--- config.mk ---
export PLATFORM = sky130hd
export DESIGN_NAME = emergency_request_arbiter
export DESIGN_NICKNAME = d
export VERILOG_FILES = /design/src/rtl/emergency_request_arbiter.sv
export SDC_FILE = /design/constraint.sdc
export NUM_CORES = 1
export LEC_CHECK = 0
export BUFFER_PORTS_ARGS = -buffer_cell sky130_fd_sc_hd__buf_4
export CAP_MARGIN = 20
export CORE_ASPECT_RATIO = 0.75
export CORE_MARGIN = 2
export CORE_UTILIZATION = 30
export CTS_CLUSTER_SIZE = 12
export DETAILED_ROUTE_END_ITERATION = 8
export GPL_TIMING_DRIVEN = 0
export HOLD_SLACK_MARGIN = 0.15
export PLACE_DENSITY = 0.51
export SLEW_MARGIN = 20
export SYNTH_ARGS = -nofsm -noshare
export SYNTH_HDL_FRONTEND = slang
export SYNTH_SLANG_ARGS = --single-unit
export TNS_END_PERCENT = 30
--- constraint.sdc ---
create_clock -name clk -period 2.6 [get_ports clk]
set_input_delay 0.65 -clock clk [delete_from_list [all_inputs] [get_ports clk]]
set_output_delay 0.65 -clock clk [all_outputs]
set_load 0.02 [all_outputs]
--- src/rtl/emergency_request_arbiter.sv ---
// Purpose: debounces the two emergency sensors and grants one side at a time to the light controller.
// Latency: a clean request first sampled at edge k raises em_* after edge k+DEBOUNCE; all outputs are registered.
// Backpressure: none; requests stay pending in the debounced levels while a grant or cooldown is in progress.
module emergency_request_arbiter #(
    parameter int CW         = 8,
    parameter int DEBOUNCE   = 3,
    parameter int HOLD       = 10,
    parameter int MAX_GRANT  = 40,
    parameter int COOLDOWN   = 5,
    parameter int STARVE_MAX = 60
) (
    input  logic clk,
    input  logic reset,
    input  logic req_left,
    input  logic req_right,
    output logic em_left,
    output logic em_right,
    output logic busy,
    output logic forced_release,
    output logic starve_flag
);

    typedef enum logic [1:0] {
        IDLE    = 2'd0,
        GRANT_R = 2'd1,
        GRANT_L = 2'd2,
        COOL    = 2'd3
    } state_t;

    // Terminal counts, pre-sized to the counter width so comparisons stay width-clean.
    localparam logic [CW-1:0] DB_LAST    = CW'(DEBOUNCE - 1);
    localparam logic [CW-1:0] HOLD_LAST  = CW'(HOLD - 1);
    localparam logic [CW-1:0] MAXG_LAST  = CW'(MAX_GRANT - 1);
    localparam logic [CW-1:0] COOL_LAST  = CW'(COOLDOWN - 1);
    localparam logic [CW-1:0] STARVE_LIM = CW'(STARVE_MAX);

    state_t        state;
    state_t        state_nxt;
    logic          force_nxt;
    logic          db_l;
    logic          db_r;
    logic [CW-1:0] db_cnt_l;
    logic [CW-1:0] db_cnt_r;
    logic [CW-1:0] grant_cnt;
    logic [CW-1:0] cool_cnt;
    logic [CW-1:0] left_wait;
    logic [CW-1:0] left_wait_nxt;

    // Left debounce: db_l follows the raw level only after DEBOUNCE consecutive disagreeing samples.
    always_ff @(posedge clk or posedge reset) begin
        if (reset) begin
            db_l     <= 1'b0;
            db_cnt_l <= '0;
        end else if (req_left != db_l) begin
            if (db_cnt_l == DB_LAST) begin
                db_l     <= req_left;
                db_cnt_l <= '0;
            end else begin
                db_cnt_l <= db_cnt_l + 1'b1;
            end
        end else begin
            db_cnt_l <= '0;
        end
    end

    // Right debounce: identical filter for the right sensor.
    always_ff @(posedge clk or posedge reset) begin
        if (reset) begin
            db_r     <= 1'b0;
            db_cnt_r <= '0;
        end else if (req_right != db_r) begin
            if (db_cnt_r == DB_LAST) begin
                db_r     <= req_right;
                db_cnt_r <= '0;
            end else begin
                db_cnt_r <= db_cnt_r + 1'b1;
            end
        end else begin
            db_cnt_r <= '0;
        end
    end

    // State register.
    always_ff @(posedge clk or posedge reset) begin
        if (reset) begin
            state <= IDLE;
        end else begin
            state <= state_nxt;
        end
    end

    // Next-state logic: starving left beats right, right beats left, and the grant limit beats a held request.
    always_comb begin
        state_nxt = state;
        force_nxt = 1'b0;
        case (state)
            IDLE: begin
                if (db_l && (left_wait >= STARVE_LIM)) begin
                    state_nxt = GRANT_L;
                end else if (db_r) begin
                    state_nxt = GRANT_R;
                end else if (db_l) begin
                    state_nxt = GRANT_L;
                end
            end
            GRANT_R: begin
                if (grant_cnt == MAXG_LAST) begin
                    state_nxt = COOL;
                    force_nxt = 1'b1;
                end else if ((grant_cnt >= HOLD_LAST) && !db_r) begin
                    state_nxt = COOL;
                end
            end
            GRANT_L: begin
                if (grant_cnt == MAXG_LAST) begin
                    state_nxt = COOL;
                    force_nxt = 1'b1;
                end else if ((grant_cnt >= HOLD_LAST) && !db_l) begin
                    state_nxt = COOL;
                end
            end
            COOL: begin
                if (cool_cnt == COOL_LAST) begin
                    state_nxt = IDLE;
                end
            end
            default: state_nxt = IDLE;
        endcase
    end

    // Grant and cooldown length counters; any state change clears both so each starts from zero on entry.
    always_ff @(posedge clk or posedge reset) begin
        if (reset) begin
            grant_cnt <= '0;
            cool_cnt  <= '0;
        end else if (state_nxt != state) begin
            grant_cnt <= '0;
            cool_cnt  <= '0;
        end else begin
            if ((state == GRANT_R) || (state == GRANT_L)) begin
                grant_cnt <= grant_cnt + 1'b1;
            end
            if (state == COOL) begin
                cool_cnt <= cool_cnt + 1'b1;
            end
        end
    end

    // How long a debounced left request has gone unserved; saturates instead of wrapping.
    always_comb begin
        left_wait_nxt = left_wait;
        if (!db_l) begin
            left_wait_nxt = '0;
        end else if ((state_nxt == GRANT_L) && (state != GRANT_L)) begin
            left_wait_nxt = '0;
        end else if ((state != GRANT_L) && (left_wait != '1)) begin
            left_wait_nxt = left_wait + 1'b1;
        end
    end

    // Left wait register.
    always_ff @(posedge clk or posedge reset) begin
        if (reset) begin
            left_wait <= '0;
        end else begin
            left_wait <= left_wait_nxt;
        end
    end

    // Outputs registered from next-state values so they change exactly with the state and never see req_* directly.
    always_ff @(posedge clk or posedge reset) begin
        if (reset) begin
            em_left        <= 1'b0;
            em_right       <= 1'b0;
            busy           <= 1'b0;
            forced_release <= 1'b0;
            starve_flag    <= 1'b0;
        end else begin
            em_left        <= (state_nxt == GRANT_L);
            em_right       <= (state_nxt == GRANT_R);
            busy           <= (state_nxt != IDLE);
            forced_release <= force_nxt;
            starve_flag    <= (left_wait_nxt >= STARVE_LIM);
        end
    end

endmodule

==> results of run 1 <==
-- flip-flops by register name, indices dropped and copies added (netlist names), 2 cells and up --
signal     flops
db_cnt_r       8
cool_cnt       8
left_wait      8
grant_cnt      8
state          2
db_cnt_l       8
-- synthesized netlist by cell type (2+ instances only) --
master	count
and3_1	6
nor2b_1	4
mux2i_1	3
nand3_1	16
dfrtp_1	49
nand2_1	19
nor3_1	27
a21oi_1	6
nor2_1	33
ha_1	15
xnor2_1	9
inv_1	15
o31ai_1	2
nor4b_1	4
xor2_1	20
nor4_1	3
mux2_2	2
o21ai_0	5
a21o_1	3
and4_1	3
nor3b_1	3
nand4_1	4
a31oi_1	2
clkbuf_1	3
buf_2	3
-- logic make-up (layout without fill, tap and decap cells) --
| logic type | Yosys count | after routing | synth area share, % |
|---|---|---|---|
| buffers and inverters | 24 | 42 | 3.83 |
| adders and majority gates | 15 | 15 | 6.84 |
| AOI/OAI and AO/OA | 32 | 32 | 10.0 |
| and+or+nand+nor | 128 | 128 | 23.5 |
| DFF | 49 | 49 | 44.7 |
| xor gates and xnor gates | 29 | 29 | 9.25 |
| muxes | 5 | 5 | 1.91 |
-- stage by stage --
step | hold WS, ns | instances
6_report | 0.405 | 412
5_1_grt | 0.446 | 412
4_1_cts | 0.424 | 411
3_5_place_dp | 0.534 | 403
3_3_place_gp | 0.522 | 402
2_1_floorplan | 0.485 | 282
-- layer usage --
layer  vias to the layer above  share of wire [%]  global-route usage (%)
li1                       1024                  -                       -
met1                       952                 58                    18.8
met2                        31                 37                    15.8
met3                         8                4.0                    3.22
met4                         0                1.2                    3.66
met5                         -                  0                       0
-- power by group through the flow --
stage | registers, uW | logic, uW | clock network [uW]
final | 1000 | 1350 | 747
after detailed placement | 1010 | 1320 | 0
after global placement | 1010 | 1300 | 0
after floorplan | 1010 | 982 | 0
after CTS | 1000 | 1330 | 776
after global routing | 1020 | 1530 | 810
-- critical path: cells and delay by family (launching register included) --
family                     cells  cell delay [ns]
AOI/OAI and AO/OA              3             0.95
adders and majority gates      1             0.22
buffers and inverters          1             0.19
DFF                            1             0.44
and+or+nand+nor                3             0.48
-- layout make-up --
class	instances	area share, %
multi-input cells	209	45.2
clock buffers	5	3.96
clock inverters	3	1.46
well taps	112	4.43
inverters	16	1.90
flip-flops and latches	49	38.8
plain buffers	8	1.43
repair buffers	10	2.77
-- layout by cell type, fill, tap and decap left out, types with 2 or more instances in the layout --
cell type	synthesis	final
xor2_1	20	20
nor3_1	27	27
nor4b_1	4	4
dfrtp_1	49	49
clkbuf_16	0	5
nor4_1	3	3
nor2b_1	4	3
and4_1	3	3
clkbuf_1	3	3
buf_2	3	3
buf_4	1	10
and3_1	6	6
inv_1	15	14
a31oi_1	2	2
xnor2_1	9	9
nand3_1	16	16
mux2_2	2	2
a21o_1	3	3
nor3b_1	3	3
o31ai_1	2	2
ha_1	15	15
mux2i_1	3	3
nor2_1	33	33
a21oi_1	6	6
nand4_1	4	4
nand2_1	19	18
o21ai_0	5	5
-- repair_timing --
action                     in CTS  in global routing
setup buffers                   0                  1
hold buffers                    0                  0
gates resized for setup         0                  3
setup endpoints to repair       0                 19
-- how the worst max path moves through the flow --
stage | slack [ns] | end | depth (start not counted) | from
after floorplan | 0.43 | cool_cnt[0]$_DFFE_PP0P_ | 8 | grant_cnt[0]$_DFFE_PP0P_
after global routing | 0.01 | cool_cnt[3]$_DFFE_PP0P_ | 9 | grant_cnt[0]$_DFFE_PP0P_
after CTS | 0.07 | left_wait[5]$_DFF_PP0_ | 7 | state[0]$_DFF_PP0_
after global placement | -0.006 | db_cnt_r[6]$_DFF_PP0_ | 2 | reset
after detailed placement | 0.10 | left_wait[5]$_DFF_PP0_ | 7 | state[0]$_DFF_PP0_
final | 0.20 | cool_cnt[6]$_DFFE_PP0P_ | 8 | grant_cnt[0]$_DFFE_PP0P_
==> results.toml, run 1 <==
[die]
row_count = 30
io_pins = 9
core_um2 = 8970
start_util_pct = 30.6
die-area_um2 = 9940
dieWidth_um = 114
die_y_um = 86.8

[synth]
yosys_warnings = 0
syn-num-nets = 301
synth_area_um2 = 2750
synth_top_area_cell = "dfrtp_1"
yosys.area.top_type_share_pct = 44.7
synth_seq_cells = 49
synthDistinctLibCells = 48
async_flop_share_pct = 100
synth.avg_cell_area_um2 = 9.73
synth_flop_cell = "dfrtp_1"
synth_edf_count = 0
synth-seq-area-share_pct = 44.7
synth_cells = 282
netlist_top_cells_area = "dfrtp_1 (45%), ha_1 (6.8%), xor2_1 (6.4%)"

[cells_and_area]
antenna_cells = 0
num-fill-cells = 900
fin_util_pct = 35.2
regArea_um2 = 1230
nets = 318
multi_input_area_um2 = 1430
syn_to_final_growth_pct = 15.1
design_area_um2 = 3160
drive_gt1_share_pct = 11.3

[drt]
routedWlPerCell_um = 13.3
vias = 2015
dr.first_iter.drc_count = 91
viasPerCell = 4.89
drcViolationCount = 0
routed_wl_um = 5470
antenna_left = 0
drtPass1Iterations = 4

[global_routing]
grt_pass1_wl_um = 9430
overflow = 0
grt_usage_pct = 12.0
grt_pass1_vias = 1922
grt_max_degree = 27
antenna_found_initial = 0

[worst_setup_path]
endpoint_kind = "flip-flop"
r2r-end = "cool_cnt[6]$_DFFE_PP0P_"
crit_path_cell_trace = "ha_1 > nor3b_1 > nor3b_1 > o311a_1 > o311a_4 > a21oi_4 > buf_6 > nor3_1"
cpMostUsedCell = "nor3b_1"
path_max_fanout = 10
regToRegStartpoint = "grant_cnt[0]$_DFFE_PP0P_"
crit_type = "reg2reg"
r2r_slack_ns = 0.20
ff2ff_path_depth = 8
critPathRequiredTime_ns = 2.77
max_stage_delay_ns = 0.44
slowest_stage = "dfrtp_1"
startpoint_type = "flip-flop"
cp_data_arrival_time_ns = 2.58

[clock_tree]
htreeDepth = 2
clock-sinks = 49
cts_buffer_depth = 2
path_clk_slew_ns = 0.07
clk_latency_ns = 0.29
tritoncts.num_buffers = 5
tritoncts = "done"
clock-root-buffer = "clkbuf_16"

[pwr]
combPwrFrac_pct = 43.6
power.internal_uw = 1830
leakage_uw = 0.00138
p_sw_share_pct = 41.1
switchingPower_uw = 1280
p_seq_share_pct = 32.3
power_uw = 3100
ir_worst_vdd_mv = 0.518
pwr-share-clk_pct = 24.1
powerDensity_nw_per_um2 = 982

[sta]
hold_viol = 0
finalSetupViolations = 0
relSlewSlack_pct = 64.0
rsz0062_at_grt = "true"
min_period_ns = 2.40
fin_setup_tns_ns = 0
fin_ws_ns = 0.198
timing.final.crit_share_pct = 92.4
fmax_ghz = 0.416
drv_slew = 0
fin_worst_skew_ns = 0.00499
worst_pin_slew_ns = 0.540

[run]
maxCapViolCount = 0

[placed_design]
pre_cts_ws_ns = 0.102
port_buffers = 8
place_congestion = 0.826
placed_cell_area_um2 = 2970
dpl.hpwl_um = 3820

[worst_hold_path]
worstHoldPathType = "in2async"

[status]
outcome = "finished clean"
No activity file was read; power rests on OpenSTA's default activity.
==> run 2, diff against run 1 <==
- CORE_UTILIZATION: 30 -> 61
- PLACE_DENSITY: 0.51 -> 0.85
==> results.toml, run 2 (synthesis gave the netlist of run 1 again) <==
[status]
outcome = "finished clean"

[drt]
routed_wl_um = 5310
routedWlPerCell_um = 15.0
drtPass1Iterations = 5
drcViolationCount = 0
vias = 2073
dr.first_iter.drc_count = 123
antenna_left = 0
viasPerCell = 5.84

[cells_and_area]
antenna_cells = 0
final_cell_mix = "dfrtp_1 (49), nor2_1 (33), nor3_1 (27), xor2_1 (20), nand2_1 (19)"
final_common_cell = "dfrtp_1"
final_cells = 355
syn_to_final_growth_pct = 9.30
drive_gt1_share_pct = 10.7
fin_util_pct = 68.4
nets = 316

[worst_setup_path]
path_max_fanout = 9
regToRegStartpoint = "state[1]$_DFF_PP0_"
worst-path-buf-inv = 2
slowest_stage = "a2111oi_4"
cpMostUsedCell = "inv_1"
crit_family = "compound AO/OA/AOI/OAI gates"
worstSetupStartpoint = "state[1]$_DFF_PP0_"
r2r_slack_ns = 0.15
crit_path_cell_trace = "inv_1 > ha_1 > inv_1 > o32a_1 > nand2_1 > a21oi_1 > a2111oi_4 > nor3_1"
critPathRequiredTime_ns = 2.76
startpoint_type = "flip-flop"
cp_data_arrival_time_ns = 2.61
endpoint_kind = "flip-flop"
crit_type = "reg2reg"
max_stage_delay_ns = 0.64

[clock_tree]
cts_buffer_depth = 2
clock-sinks = 49
tritoncts.num_buffers = 5
path_clk_slew_ns = 0.10
tritoncts = "done"
clock-root-buffer = "clkbuf_8"
clk_latency_ns = 0.32
htreeDepth = 2
post_cts_buffers = 0

[sta]
fmax_ghz = 0.408
fin_setup_tns_ns = 0
hold_viol = 0
rsz0062_at_grt = "false"
min_period_ns = 2.45
relSlewSlack_pct = 56.5
worst_pin_slew_ns = 0.653
fin_worst_skew_ns = 0.0120
timing.final.crit_share_pct = 94.3
drv_slew = 0
finalSetupViolations = 0

[global_routing]
overflow = 0
antenna_found_initial = 0
grt_pass1_wl_um = 8650
grt_usage_pct = 22.9
grt_max_degree = 30
grt_pass1_vias = 1859

[pwr]
ir_worst_vdd_mv = 0.769
switchingPower_uw = 1240
powerDensity_nw_per_um2 = 932
p_sw_share_pct = 44.4
leakage_uw = 0.00134
power_uw = 2800
pwr-share-clk_pct = 16.8
power.internal_uw = 1550
combPwrFrac_pct = 47.3
p_seq_share_pct = 35.9

[placed_design]
placed_cells = 348
port_buffers = 8
dpl.hpwl_um = 3570
place_congestion = 0.913

[worst_hold_path]
worstHoldPathType = "in2async"

[die]
io_pins = 9
die-area_um2 = 5060
core_um2 = 4390
row_count = 21
start_util_pct = 62.6
die_y_um = 62.1
dieWidth_um = 81.5

[run]
maxCapViolCount = 0
-- run 2: cell types whose count changed in the layout (fill, tap and decap cells not counted), sizes merged --
| cell | change |
|---|---|
| bufinv | -1 |
| buf | -1 |
| clkbuf | -1 |
| inv | +1 |
-- run 2: power groups by stage --
| stage | logic (uW) | clock network [uW] | registers, uW |
|---|---|---|---|
| 2_1_floorplan | 982 | 0 | 1010 |
| 3_3_place_gp | 1250 | 0 | 1010 |
| 3_5_place_dp | 1280 | 0 | 1010 |
| 4_1_cts | 1310 | 474 | 998 |
| 5_1_grt | 1470 | 515 | 1020 |
| 6_report | 1320 | 470 | 1000 |
-- run 2: through the flow --
stage	hold WS (ns)	setup slack [ns]	cell area, um^2
floorplan	0.485	0.434	2750
global placement	0.513	0.149	2880
detailed placement	0.512	0.189	2900
CTS	0.355	0.121	2990
global route	0.379	0.00951	3000
finish	0.335	0.148	3000
-- run 2: final timing paths --
check                                               end  depth (start not counted)
worst max-delay path             left_wait[5]$_DFF_PP0_                          8
worst min-delay path            cool_cnt[4]$_DFFE_PP0P_                          2
worst max register to register   left_wait[5]$_DFF_PP0_                          8
worst min register to register    db_cnt_r[0]$_DFF_PP0_                          1
max in group asynchronous        left_wait[7]$_DFF_PP0_                          3
min in group clk                  db_cnt_r[0]$_DFF_PP0_                          1
-- run 2: layer usage --
layer	share of wire, %	up-vias	track usage (%)
li1	-	1014	-
met1	48	996	33.0
met2	46	54	33.5
met3	4.7	9	5.35
met4	1.5	0	9.44
met5	0	-	0
-- run 2: final cells by class --
cell class | instances | area (um^2)
flip-flops and latches | 49 | 1230
inverters | 16 | 60.1
repair buffers | 9 | 80.1
plain buffers | 7 | 41.3
clock inverters | 3 | 25.0
multi-input cells | 209 | 1430
clock buffers | 5 | 68.8
fillers | 346 | 1390
well taps | 57 | 71.3
-- run 2: worst register-to-register path, stage by stage (launching register included) --
cell	delay, ns
dfrtp_1	0.47
inv_1	0.14
ha_1	0.30
inv_1	0.09
o32a_1	0.36
nand2_1	0.08
a21oi_1	0.08
a2111oi_4	0.64
nor3_1	0.15
-- run 2: timing repair --
action | in CTS | in global routing
resized for setup | 0 | 2
setup endpoints to repair | 0 | 19
hold endpoints to repair | 0 | 0
hold buffers | 0 | 0
